`src/rtl/mau_tcam_lookup_ctrl.sv`:
```
// Issue-and-align stage in front of the MAU TCAM: issues lookups, pairs each
// 1-cycle-latency result with its tag, and buffers results for the action stage.
module mau_tcam_lookup_ctrl #(
    parameter int KEY_W      = 512,
    parameter int IDX_W      = 11,
    parameter int TAG_W      = 16,
    parameter int FIFO_DEPTH = 4,
    parameter int CNT_W      = 32
) (
    input  logic             clk,
    input  logic             rst,
    input  logic             s_valid,
    output logic             s_ready,
    input  logic [KEY_W-1:0] s_key,
    input  logic [TAG_W-1:0] s_tag,
    input  logic             cfg_busy,
    output logic             tcam_lookup_en,
    output logic [KEY_W-1:0] tcam_key,
    input  logic             tcam_hit,
    input  logic [IDX_W-1:0] tcam_hit_idx,
    input  logic [15:0]      tcam_action_id,
    input  logic [15:0]      tcam_action_ptr,
    output logic             m_valid,
    input  logic             m_ready,
    output logic [TAG_W-1:0] m_tag,
    output logic             m_hit,
    output logic [IDX_W-1:0] m_hit_idx,
    output logic [15:0]      m_action_id,
    output logic [15:0]      m_action_ptr,
    output logic [CNT_W-1:0] stat_lookups,
    output logic [CNT_W-1:0] stat_hits,
    output logic             idle
);

    localparam int PTR_W = $clog2(FIFO_DEPTH);
    localparam int ENT_W = TAG_W + 1 + IDX_W + 16 + 16;

    logic             inflight_reg;
    logic [TAG_W-1:0] tag_reg;
    logic [PTR_W-1:0] wr_ptr_reg, rd_ptr_reg;
    logic [PTR_W:0]   count_reg, count_next;
    logic [CNT_W-1:0] stat_lookups_reg, stat_hits_reg;
    logic [ENT_W-1:0] mem_reg [FIFO_DEPTH];

    logic             accept, push, pop;
    logic [PTR_W+1:0] credits_used;
    logic [ENT_W-1:0] push_data, head;

    // A lookup holds a credit from accept until its FIFO entry is popped.
    assign credits_used = {1'b0, count_reg} + {{(PTR_W + 1){1'b0}}, inflight_reg};
    assign s_ready      = !cfg_busy && (credits_used < (PTR_W + 2)'(FIFO_DEPTH));
    assign accept       = s_valid && s_ready && !rst;

    assign tcam_lookup_en = accept;
    assign tcam_key       = rst ? '0 : s_key;

    assign push = inflight_reg;
    assign pop  = m_valid && m_ready;

    // Action fields are forced to zero on a miss so downstream never sees stale data.
    assign push_data = {tag_reg, tcam_hit, tcam_hit_idx,
                        tcam_hit ? tcam_action_id  : 16'h0000,
                        tcam_hit ? tcam_action_ptr : 16'h0000};

    always_comb begin
        count_next = count_reg;
        case ({push, pop})
            2'b10:   count_next = count_reg + 1'b1;
            2'b01:   count_next = count_reg - 1'b1;
            default: count_next = count_reg;
        endcase
    end

    always_ff @(posedge clk or posedge rst) begin
        if (rst) begin
            inflight_reg     <= 1'b0;
            tag_reg          <= '0;
            wr_ptr_reg       <= '0;
            rd_ptr_reg       <= '0;
            count_reg        <= '0;
            stat_lookups_reg <= '0;
            stat_hits_reg    <= '0;
        end else begin
            inflight_reg <= accept;
            if (accept) begin
                tag_reg          <= s_tag;
                stat_lookups_reg <= stat_lookups_reg + 1'b1;
            end
            if (push) begin
                wr_ptr_reg <= wr_ptr_reg + 1'b1;
                if (tcam_hit) begin
                    stat_hits_reg <= stat_hits_reg + 1'b1;
                end
            end
            if (pop) begin
                rd_ptr_reg <= rd_ptr_reg + 1'b1;
            end
            count_reg <= count_next;
        end
    end

    // Payload storage needs no reset: it is only observed while count is non-zero.
    always_ff @(posedge clk) begin
        if (push) begin
            mem_reg[wr_ptr_reg] <= push_data;
        end
    end

    assign m_valid = (count_reg != '0);
    assign head    = m_valid ? mem_reg[rd_ptr_reg] : '0;
    assign {m_tag, m_hit, m_hit_idx, m_action_id, m_action_ptr} = head;

    assign stat_lookups = stat_lookups_reg;
    assign stat_hits    = stat_hits_reg;
    assign idle         = (count_reg == '0) && !inflight_reg;

endmodule
```
`config.mk`:
```
export PLATFORM = sky130hd
export DESIGN_NAME = mau_tcam_lookup_ctrl
export DESIGN_NICKNAME = d
export VERILOG_FILES = /design/src/rtl/mau_tcam_lookup_ctrl.sv
export SDC_FILE = /design/constraint.sdc
export NUM_CORES = 1
export LEC_CHECK = 0
export BUFFER_PORTS_ARGS = -buffer_cell sky130_fd_sc_hd__clkbuf_2
export CAP_MARGIN = 20
export CORE_AREA = 2 2 473 475
export DETAILED_ROUTE_END_ITERATION = 10
export DIE_AREA = 0 0 475 477
export PLACE_DENSITY = 0.3
export SLEW_MARGIN = 5
export SYNTH_ARGS = -nofsm -noshare
export SYNTH_HDL_FRONTEND = slang
export SYNTH_SLANG_ARGS = --single-unit
```
`constraint.sdc`:
```
create_clock -name clk -period 9.8 [get_ports clk]
set_input_delay 0.98 -clock clk [delete_from_list [all_inputs] [get_ports clk]]
set_output_delay 0.98 -clock clk [all_outputs]
set_load 0.01 [all_outputs]
```
==> Word level (Yosys, flattened, before mapping) <==
Memories as Yosys holds them, arrays and structs flattened.
Cells that the tools add are included.
{ "word_totals": {"regBits": 88, "mem_bits_rw": 240, "memories": 1} }
{ "classes": {"add_sub_neg": 7, "order_cmp": 1, "eq_ne": 2, "n_mux": 7, "reduce_logical": 12} }
{ "memory_table": {"columns": ["memory", "depth", "width", "read_ports", "rd_ports_with_merged_regs", "write_ports", "line_no", "text"], "rows": [
  ["mem_reg", 4, 60, 1, 0, 1, "43", "logic [ENT_W-1:0] mem_reg [FIFO_DEPTH];"]
]} }
{ "op_table": {"columns": ["op", "count"], "rows": [
  ["$mux W512", 1],
  ["$add A32 B1 Y32 const B", 2],
  ["$mux W60", 1],
  ["$mux W16", 2],
  ["$pmux W3 S2", 1],
  ["$logic_and A1 B1 Y1", 5],
  ["$add A2 B1 Y2 const B", 2],
  ["$add A3 B1 Y4", 1],
  ["$lt A4 B3 Y1 const B", 1],
  ["$add A3 B1 Y3 const B", 1],
  ["$logic_not A1 Y1", 3],
  ["$logic_not A3 Y1", 1],
  ["$reduce_bool A3 Y1", 1],
  ["$sub A3 B1 Y3 const B", 1],
  ["$eq A2 B1 Y1 const B", 1],
  ["$eq A2 B2 Y1 const B", 1],
  ["$mux W1", 2],
  ["$reduce_and A2 Y1", 1],
  ["$reduce_bool A2 Y1", 1]
]} }

==> Longest topological paths before layout <==
Gate-level depths: netlist of run 1.
{ "logic_depth": {"word_depth": 5, "mapped_depth": 9, "depth_no_buf": 8} }

==> Worst setup path after synthesis of run 1 <==
OpenSTA, ideal clock, no wires.
{ "synth_path": {"kind": "input to output", "start": "input rst", "end": "output tcam_lookup_en", "arrival_time_ps": 3961, "required_time_ps": 8820, "setup_slack_ps": 4859, "stages": 5, "cell_sequence": "clkbuf_1 -> inv_1 -> nand3_2 -> inv_1 -> buf_1"} }
{ "synth_between": {"elab_chain_cells": 2} }
{ "synth_lines": {"columns": ["item", "line_no", "text"], "rows": [
  ["start: declaration", "11", "input logic rst,"],
  ["$logic_not A1 Y1 (no line)", null, null],
  ["$logic_and A1 B1 Y1", "52", "assign accept = s_valid && s_ready && !rst;"],
  ["end: declaration", "17", "output logic tcam_lookup_en,"]
]} }
No other way between the ends.

==> Worst setup path in the final report of run 1 <==
{ "layout_path": {"start": "input rst", "end": "output tcam_key[374]"} }
{ "layout_between": {"elab_chain_cells": 1} }
{ "layout_lines": {"columns": ["item", "line_no", "text"], "rows": [
  ["$mux W512", "55", "assign tcam_key = rst ? '0 : s_key;"],
  ["end: declaration", "18", "output logic [KEY_W-1:0] tcam_key,"]
]} }
No other way between the ends.

==> out/results.ini, run 1 <==
[drt]
routed_wl_um = 226700
drt-initial-drc-count = 961
drcViolationCount = 0
vias = 16880
routed_via_density = 2.976
wl_per_cell_um = 39.97
firstDrtPassIters = 5
antenna_left = 0

[layout]
drive_gt1_frac = 0.5337
area_growth_pct = 68.43
final_cells = 5672
fin_nets = 3118
largest_reg_flops = 240

[min_path]
hold_start = stat_hits[31]
hold_class = reg2reg

[sta]
tns_ns = 0
min_period_ns = 4.333
skew_ns = 0.02224
finalSetupViolCount = 0
min_period_over_period = 0.4421
hold_viol_final = 0
rsz0062_at_grt = false
slew_headroom = 0.3416
fmax_ghz = 0.2308
maxSlewViolCount = 0
holdWs_ns = 0.4719
tightest_slew_ns = 0.9876

[synth]
yosysTopAreaCell = edfxtp_1
synth.avg_cell_area_um2 = 12.33
yosysWarningCount = 0
netlist_area_mm2 = 0.01657
synth_top_area_frac = 0.4349
yosys-top-cells-area = edfxtp_1 (43%), nor2b_1 (19%), dfrtp_1 (13%)
ys_seq_area_frac = 0.5678
synth_fp_nets = 1929
synth-seq-cells = 328
ys_types = 31
synthCells = 1344

[power_and_ir_drop]
p_comb_frac = 0.346
p_per_area_mw_per_mm2 = 182.5
vdd_drop_max_mv = 0.09281
p_leak_uw = 0.01178
p_sw_frac = 0.3659
p_int_uw = 3230
p_seq_frac = 0.350
total_power_uw = 5094
switchingPower_uw = 1864
clockPowerShare = 0.304

[clocking]
clk_pin_slew_worst_paths_ns = 0.05
root_buffer = clkbuf_16
cts_buffers = 43
cts_max_level = 2
cts_resized = 0
clock_path_buffers = 3
cts_tree = built
cts_setup_buffers = 0
clock_latency_ns = 0.59
numClockSinks = 328
ctsHoldBuffers = 0

[grt]
grt_pass1_wl_um = 264400
overflow = 0
antenna_found_initial = 227
grt_pass1_vias = 16860
grt.total_usage = 0.1935
grt_max_degree = 110

[floorplan]
die_h_um = 477
initial_core_util = 0.07483
rows = 173
coreArea_mm2 = 0.2214
io_pins = 1217
chipWidth_um = 475
die-area_mm2 = 0.2266

[placement]
dp.cells = 5462
port_buffers = 1216
place_congestion = 1.190
dpl.hpwl_um = 205600

[worst_setup_path]
end_kind = output port
cp.arrival_ns = 3.35
crit_required_ns = 8.82
path_class = in2out
start_kind = input pin
cp_max_fo = 95
r2r-start = inflight_reg
startpoint = rst

[outcome]
status = complete, no violations

[flow_run]
maxCapViolCount = 0

==> cell families (layout without fill, tap and decap cells) <==
family          count (synthesis)  after routing  synth area share
xor+xnor                       68             68           0.03594
mux                            62             62           0.08284
fa+ha+maj                       8              8          0.006494
buf+inv                       101           1324           0.02401
compound gates                  2              2          0.001208
simple gates                  775            775            0.2817
other cells                     0            130                 0
flops                         328            328            0.5678
==> layout make-up <==
type / instances / area, um2
clock inverter: 23 / 173.9
clock buffer: 56 / 1197
tap: 2975 / 3722
fill: 25500 / 193500
inverter: 10 / 40.04
antenna: 130 / 325.3
sequential: 328 / 9417
multi-input combinational: 915 / 6774
timing repair buffer: 1235 / 6259
==> power by group through the flow <==
| stage | logic (uW) | registers (uW) | clock network [uW] |
|---|---|---|---|
| floorplan | 856 | 1720 | 0 |
| CTS | 1820 | 1790 | 1620 |
| global route | 1880 | 1810 | 1670 |
| global placement | 1820 | 1820 | 0 |
| finish | 1760 | 1780 | 1550 |
| detailed placement | 1820 | 1820 | 0 |
==> path summary, 6_finish.rpt <==
path | slack [ns] | cells past startpoint | to
worst min-delay path | 0.47 | 1 | stat_hits[31]
min in group asynchronous | 1.01 | 3 | stat_hits[3]
worst min register to register | 0.47 | 1 | stat_hits[31]
max in group asynchronous | 7.60 | 4 | stat_lookups[25]
worst max-delay path | 5.47 | 5 | tcam_key[374]
worst max register to register | 6.74 | 5 | stat_lookups[25]
==> routing by layer <==
layer	share of wire	wire, um	vias up	track usage
met5	0.0016	352	-	0
met4	0.066	14990	54	0.09826
met3	0.072	16300	450	0.05461
met2	0.49	110600	1110	0.3355
met1	0.37	84460	8189	0.2142
li1	-	-	7077	-
==> through the flow <==
stage               utilization  instance area [um2]  setup WS (ns)
floorplan                     -                16570          4.859
global placement         0.1182                26180          5.147
detailed placement       0.1182                26180          5.088
CTS                      0.1244                27560          5.089
global route             0.1247                27610          5.201
finish                   0.1260                27910          5.467
==> critical path, cell delays in order <==
cell and delay, ns:
buf_8 0.39, buf_4 0.55, buf_4 0.83, nor2b_1 0.25, clkbuf_2 0.22
==> cells in the mapped netlist <==
cell and number:
or3_1 1, nand3_1 25, and3_1 7, nand4_1 15
a311oi_2 1, o21ai_0 1, nand2b_1 1, edfxtp_1 240
dfrtp_1 88, buf_6 1, nor2b_1 513, xor2_1 15
buf_1 1, ha_1 7, nand3_2 1, fa_1 1
mux2_2 1, nor4_4 2, and4_1 16, inv_1 10
nand2_1 78, buf_2 8, xnor2_1 53, mux2i_1 1
clkbuf_1 80, nor2_2 1, and2_1 102, clkbuf_2 1
nor2_1 10, mux4_2 60, nor3_1 3
==> placed cells by master (no fill, tap or decap), types with 2 or more instances in the layout <==
master     count
inv_6          4
and3_1         7
clkinv_2       5
and4_1        16
clkbuf_1       8
buf_4         18
nor4_4         2
bufinv_16      2
nor2_1        10
xnor2_1       53
clkinv_1      10
xor2_1        15
nand3_1       25
dfrtp_4        2
ha_1           7
edfxtp_1     240
mux4_2        60
clkbuf_8       3
nor3_1         3
nand2_1       78
nor2b_1      513
diode_2      130
nand4_1       15
inv_1          9
clkbuf_2    1215
dfrtp_1       86
clkbuf_16     45
and2_4         4
and2_1        98
Power figures use the tool's default switching activity.
==> run 2: changes to the inputs <==
==> constraint.sdc (replaced) <==
create_clock -name clk -period 3.7 [get_ports clk]
set_input_delay 0.37 -clock clk [delete_from_list [all_inputs] [get_ports clk]]
set_output_delay 0.37 -clock clk [all_outputs]
set_load 0.01 [all_outputs]
==> out/results.ini, run 2 <==
[synth]
synthXorXnorAreaFrac = 0.03594  ; unchanged
synth-seq-cells = 328  ; unchanged
synth_fp_nets = 1929  ; unchanged
ys_types = 31  ; unchanged
ys_seq_area_frac = 0.5678  ; unchanged
synth.avg_cell_area_um2 = 12.33  ; unchanged
synth_mux_area_frac = 0.08284  ; unchanged
synthCells = 1344  ; unchanged
synth_top_family_by_area = simple AND/OR/NAND/NOR gates  ; unchanged
yosysTopAreaCell = edfxtp_1  ; unchanged
netlist_area_mm2 = 0.01657  ; unchanged
synth_edf_count = 240  ; unchanged
ys_top_cells_by_count = nor2b_1 (513), edfxtp_1 (240), and2_1 (102)  ; unchanged
synth_most_common_cell = nor2b_1  ; unchanged
yosysWarningCount = 0  ; unchanged
synthFlopType = edfxtp_1  ; unchanged
synthArstFlopShare = 0.2683  ; unchanged
synthSimpleGateAreaFrac = 0.2817  ; unchanged
synth-compound-area-share = 0.001208  ; unchanged
synth_top_area_frac = 0.4349  ; unchanged
synthAdderAreaFrac = 0.006494  ; unchanged
yosys-top-cells-area = edfxtp_1 (43%), nor2b_1 (19%), dfrtp_1 (13%)  ; unchanged

[floorplan]
chipWidth_um = 475  ; unchanged
io_pins = 1217  ; unchanged
rows = 173  ; unchanged
initial_core_util = 0.07483  ; unchanged
die_h_um = 477  ; unchanged

[placement]
port_buffers = 1216  ; unchanged

[outcome]
haltStage = global placement (3_3_place_gp)
status = did not finish  ; was complete, no violations
error = [ERROR GPL-0305] RePlAce diverged during gradient descent calculation, resulting in an invalid step length (Inf or NaN). This is often caused by numerical instability ...

[run 2: cell counts after synthesis]
Identical to the previous run, type by type.
[run 2: kinds of logic after synthesis]
logic type / Yosys count
buffers and inverters: 101
muxes: 62
xor gates and xnor gates: 68
DFF: 328
and+or+nand+nor: 775
adders and majority gates: 8
AOI/OAI and AO/OA: 2
==> run 3: changes to the inputs <==
--- a/config.mk
+++ b/config.mk
@@ -7,10 +7,10 @@
 export LEC_CHECK = 0
 export BUFFER_PORTS_ARGS = -buffer_cell sky130_fd_sc_hd__clkbuf_2
 export CAP_MARGIN = 20
-export CORE_AREA = 2 2 473 475
+export CORE_AREA = 2 2 479 481
 export DETAILED_ROUTE_END_ITERATION = 10
-export DIE_AREA = 0 0 475 477
-export PLACE_DENSITY = 0.3
+export DIE_AREA = 0 0 481 483
+export PLACE_DENSITY_LB_ADDON = 0.15
 export SLEW_MARGIN = 5
 export SYNTH_ARGS = -nofsm -noshare
 export SYNTH_HDL_FRONTEND = slang
==> constraint.sdc (replaced) <==
create_clock -name clk -period 4.81 [get_ports clk]
set_input_delay 0.481 -clock clk [delete_from_list [all_inputs] [get_ports clk]]
set_output_delay 0.481 -clock clk [all_outputs]
set_load 0.01 [all_outputs]
==> out/results.ini, run 3 (synthesis results as in run 1) <==
[clocking]
cts_tree = built
clock_path_buffers = 3
clk_pin_slew_worst_paths_ns = 0.06
cts_max_level = 2
ctsHoldBuffers = 0
cts_buffers = 43
cts_resized = 0
cts_setup_buffers = 0
root_buffer = clkbuf_16
clock_latency_ns = 0.63
numClockSinks = 328

[drt]
routed_wl_um = 250500
routed_via_density = 3.081
antenna_left = 0
vias = 17390
drt-initial-drc-count = 1034
firstDrtPassIters = 4
drcViolationCount = 0
wl_per_cell_um = 44.37

[grt]
grt_max_degree = 181
overflow = 0
antenna_found_initial = 334
grt.total_usage = 0.2089
grt_pass1_wl_um = 289700
grt_pass1_vias = 17110

[floorplan]
rows = 175  ; was 173
initial_core_util = 0.07304  ; was 0.07483
die_h_um = 483  ; was 477 um
io_pins = 1217  ; unchanged
chipWidth_um = 481  ; was 475 um
die-area_mm2 = 0.2323
coreArea_mm2 = 0.2268

[layout]
final_common_cell = clkbuf_2
final_cell_mix = clkbuf_2 (1215), nor2b_1 (513), edfxtp_1 (240)
regArea_mm2 = 0.009417
multi_input_area_mm2 = 0.006774
area_growth_pct = 67.88
final_util = 0.1226
fin_nets = 3115
drive_gt1_frac = 0.5338
final_cells = 5645
fillCellCount = 26340
finish.instance_area_mm2 = 0.02782
largest_reg_flops = 240

[flow_run]
maxCapViolCount = 0

[placement]
postPlaceCellArea_mm2 = 0.02626
dp.cells = 5494
place_congestion = 0.9862
port_buffers = 1216  ; unchanged
dpl.hpwl_um = 230700

[power_and_ir_drop]
p_per_area_mw_per_mm2 = 374.8
vdd_drop_max_mv = 0.2357
p_leak_uw = 0.01177

[sta]
min_period_over_period = 0.6917
fmax_ghz = 0.3006
maxSlewViolCount = 0
tns_ns = 0
rsz0062_at_grt = false
finalSetupViolCount = 0
min_period_ns = 3.327
slew_headroom = 0.2381
skew_ns = 0.04691
tightest_slew_ns = 1.143
hold_viol_final = 0

[worst_setup_path]
path_class = reg2out
crit_required_ns = 4.33
cp_max_fo = 32
start_kind = register
end_kind = output port
cp.arrival_ns = 2.85

[min_path]
hold_class = in2reg

[outcome]
status = complete, no violations  ; was did not finish

-- run 3: per-layer routing --
metal / vias to the layer above / GRT usage / routed length [um]
met5: - / 0 / 1608
met4: 250 / 0.08450 / 14070
met3: 643 / 0.1220 / 29780
met2: 1144 / 0.3793 / 127300
met1: 8347 / 0.1866 / 77710
li1: 7008 / - / -
-- run 3: path summary, 6_finish.rpt --
check                              startpoint          endpoint  slack [ns]  cells past startpoint
worst max-delay path            rd_ptr_reg[0]    m_action_id[6]        1.48                      4
worst max register to register   inflight_reg     stat_hits[31]        2.32                      6
worst min-delay path                 s_tag[6]        tag_reg[6]        0.08                      3
min in group asynchronous                 rst  stat_lookups[16]        0.15                      2
max in group asynchronous                 rst     stat_hits[26]        3.27                      3
worst min register to register  stat_hits[31]     stat_hits[31]        0.48                      1
-- run 3: cell type report --
cell class                      count  share of cell area
Antenna cell                       75            0.006747
Clock buffer                       53             0.04075
Inverter                           10            0.001439
Timing Repair Buffer             1232              0.2253
Sequential cell                   328              0.3385
Clock inverter                     23            0.008456
Tap cell                         3009              0.1353
Multi-Input combinational cell    915              0.2435
-- run 3: metrics by stage --
stage | hold WS [ns] | total power, uW | setup slack, ns
after floorplan | 0.4738 | 5245 | 0.8672
after global placement | 0.4710 | 7447 | 1.864
after detailed placement | 0.4767 | 7442 | 1.905
after CTS | 0.02048 | 10730 | 1.318
after global routing | 0.07229 | 10930 | 1.298
final | 0.08331 | 10430 | 1.483
-- run 3: critical path, cell delays in order, from the launching register on --
cell	delay (ns)
dfrtp_4	0.91
buf_12	0.36
mux4_2	0.60
and2_1	0.18
clkbuf_2	0.12
-- run 3: power breakdown --
group	leakage (uW)	internal, uW	switching (uW)
sequential	0.00336	3330	372
clock	0.000667	1840	1340
combinational	0.00774	1400	2140
==> run 4: changes to the inputs <==
==> constraint.sdc (replaced) <==
create_clock -name clk -period 3 [get_ports clk]
set_input_delay 0.3 -clock clk [delete_from_list [all_inputs] [get_ports clk]]
set_output_delay 0.3 -clock clk [all_outputs]
set_load 0.01 [all_outputs]
==> out/results.ini, run 4 (synthesis results as in run 1) <==
[placement]
place_ws_ns = 0.6103  ; was 1.905 ns
port_buffers = 1216  ; unchanged
dpl.hpwl_um = 249600  ; was 230700 um
place_congestion = 1.028  ; was 0.9862
dp.cells = 5548  ; was 5494

[sta]
slew_headroom = 0.2514  ; was 0.2381
rsz0062_at_grt = false  ; unchanged
min_period_ns = 2.794
skew_ns = 0.04342  ; was 0.04691 ns
hold_viol_final = 0  ; unchanged
setup_ws_ns = 0.2059  ; was 1.483 ns
maxSlewViolCount = 0  ; unchanged
finalSetupViolCount = 0  ; unchanged
tns_ns = 0  ; unchanged
fmax_ghz = 0.3579
min_period_over_period = 0.9314
tightest_slew_ns = 1.121  ; was 1.143 ns

[worst_setup_path]
r2r_end = count_reg[2]  ; was stat_hits[31]
crit_required_ns = 2.70  ; was 4.33 ns
cp_max_fo = 31  ; was 32
path_class = reg2out  ; unchanged
cp.arrival_ns = 2.49  ; was 2.85 ns
rrSetupSlack_ns = 0.77  ; was 2.32 ns
start_kind = register  ; unchanged
r2r-start = count_reg[0]  ; was inflight_reg
end_kind = output port  ; unchanged
reg2reg_depth = 8  ; was 6

[floorplan]
io_pins = 1217  ; unchanged
die_h_um = 483  ; unchanged
rows = 175  ; unchanged
initial_core_util = 0.07304  ; unchanged
die-area_mm2 = 0.2323  ; unchanged
chipWidth_um = 481  ; unchanged
coreArea_mm2 = 0.2268  ; unchanged

[grt]
use_met1 = 0.1661  ; was 0.1866
met2_usage = 0.4055  ; was 0.3793
grt_max_degree = 104  ; was 181
grt_pass1_vias = 18490  ; was 17110
grt.busiest_layer = met2  ; unchanged
grt_pass1_wl_um = 310700  ; was 289700 um
grtUsageMet3 = 0.1153  ; was 0.1220
overflow = 0  ; unchanged
antenna_found_initial = 292  ; was 334
grt.total_usage = 0.2253  ; was 0.2089

[drt]
routed_via_density = 3.035  ; was 3.081
antenna_left = 0  ; unchanged
firstDrtPassIters = 4  ; unchanged
routed_wl_um = 271300  ; was 250500 um
drcViolationCount = 0  ; unchanged
wl_per_cell_um = 44.33  ; was 44.37 um
vias = 18570  ; was 17390
drt-initial-drc-count = 1089  ; was 1034

[outcome]
status = complete, no violations  ; unchanged

[layout]
area_growth_pct = 79.79  ; was 67.88%
largest_reg_flops = 240  ; unchanged
final_cell_mix = clkbuf_2 (1215), nor2b_1 (513), edfxtp_1 (240)  ; unchanged
fillCellCount = 26430  ; was 26340
drive_gt1_frac = 0.5404  ; was 0.5338
final_common_cell = clkbuf_2  ; unchanged
fin_nets = 3208  ; was 3115
final_cells = 6119  ; was 5645

[min_path]
hold_start = tcam_action_ptr[10]  ; was s_tag[6]
hold_path_end = mem_reg[2][10]  ; was tag_reg[6]
hold_class = in2reg  ; unchanged
whs_path_depth = 2  ; was 3

[clocking]
clk_pin_slew_worst_paths_ns = 0.06  ; about the same
clock_path_buffers = 3  ; unchanged
root_buffer = clkbuf_16  ; unchanged
cts_max_level = 2  ; unchanged
clock_latency_ns = 0.63  ; about the same
cts_buffers = 46  ; was 43
cts_tree = built  ; unchanged
numClockSinks = 328  ; unchanged

[power_and_ir_drop]
p_leak_uw = 0.01228  ; was 0.01177 uW
total_power_uw = 17500  ; was 10430 uW
p_per_area_mw_per_mm2 = 587.4  ; was 374.8 mW/mm2
vdd_drop_max_mv = 0.4074  ; was 0.2357 mV

[flow_run]
maxCapViolCount = 0  ; unchanged

[run 4: worst max-delay path, stage by stage, from the launching register on]
cell	delay [ns]
dfrtp_4	0.81
buf_4	0.37
mux4_2	0.32
and2_1	0.20
clkbuf_2	0.14
[run 4: layout make-up]
type                       count  area, um2  share of cell area
timing repair buffer        1322       7159              0.2403
antenna                      451       1129             0.03788
sequential                   328       9417              0.3161
multi-input combinational    915       6775              0.2274
tap                         3009       3765              0.1264
inverter                      10      41.29            0.001386
clock inverter                27      272.8            0.009156
clock buffer                  57       1232             0.04137
[run 4: power by group]
group          leakage (uW)  internal (uW)  switching [uW]
Combinational       0.00820           2450            3860
Sequential          0.00336           5340             394
Clock              0.000715           3130            2330
Total                0.0123          10900            6580
[run 4: worst max path at each step]
| stage | from | cells after the start | endpoint | slack [ns] |
|---|---|---|---|---|
| after floorplan | rst | 5 | tcam_lookup_en | 0.01 |
| after global placement | rd_ptr_reg[0] | 4 | m_hit_idx[9] | 0.61 |
| after detailed placement | rd_ptr_reg[0] | 4 | m_hit_idx[9] | 0.61 |
| after CTS | rd_ptr_reg[1] | 4 | m_action_id[6] | 0.02 |
| after global routing | rd_ptr_reg[1] | 4 | m_action_id[15] | 0.04 |
| final | rd_ptr_reg[1] | 4 | m_action_id[6] | 0.21 |
[run 4: metal layers]
metal,part of all wire,vias to the layer above
li1,-,7602
met1,0.26,9041
met2,0.52,1170
met3,0.11,634
met4,0.11,124
met5,0.0029,-
[run 4: repair_timing]
action                     4_1_cts  5_1_grt
hold endpoints to repair        75        0
setup endpoints to repair        2        0
resized for setup                1        0
hold buffers                    32        0
setup buffers                    4        0
[run 4: stage by stage]
stage          instance area, um2  hold WS [ns]    util
6_report                    29790       0.07746  0.1313
5_1_grt                     29620       0.03531  0.1306
4_1_cts                     28660     0.0008580  0.1264
3_5_place_dp                26790        0.4706  0.1181
3_3_place_gp                26790        0.4728  0.1181
2_1_floorplan               16570        0.3989       -
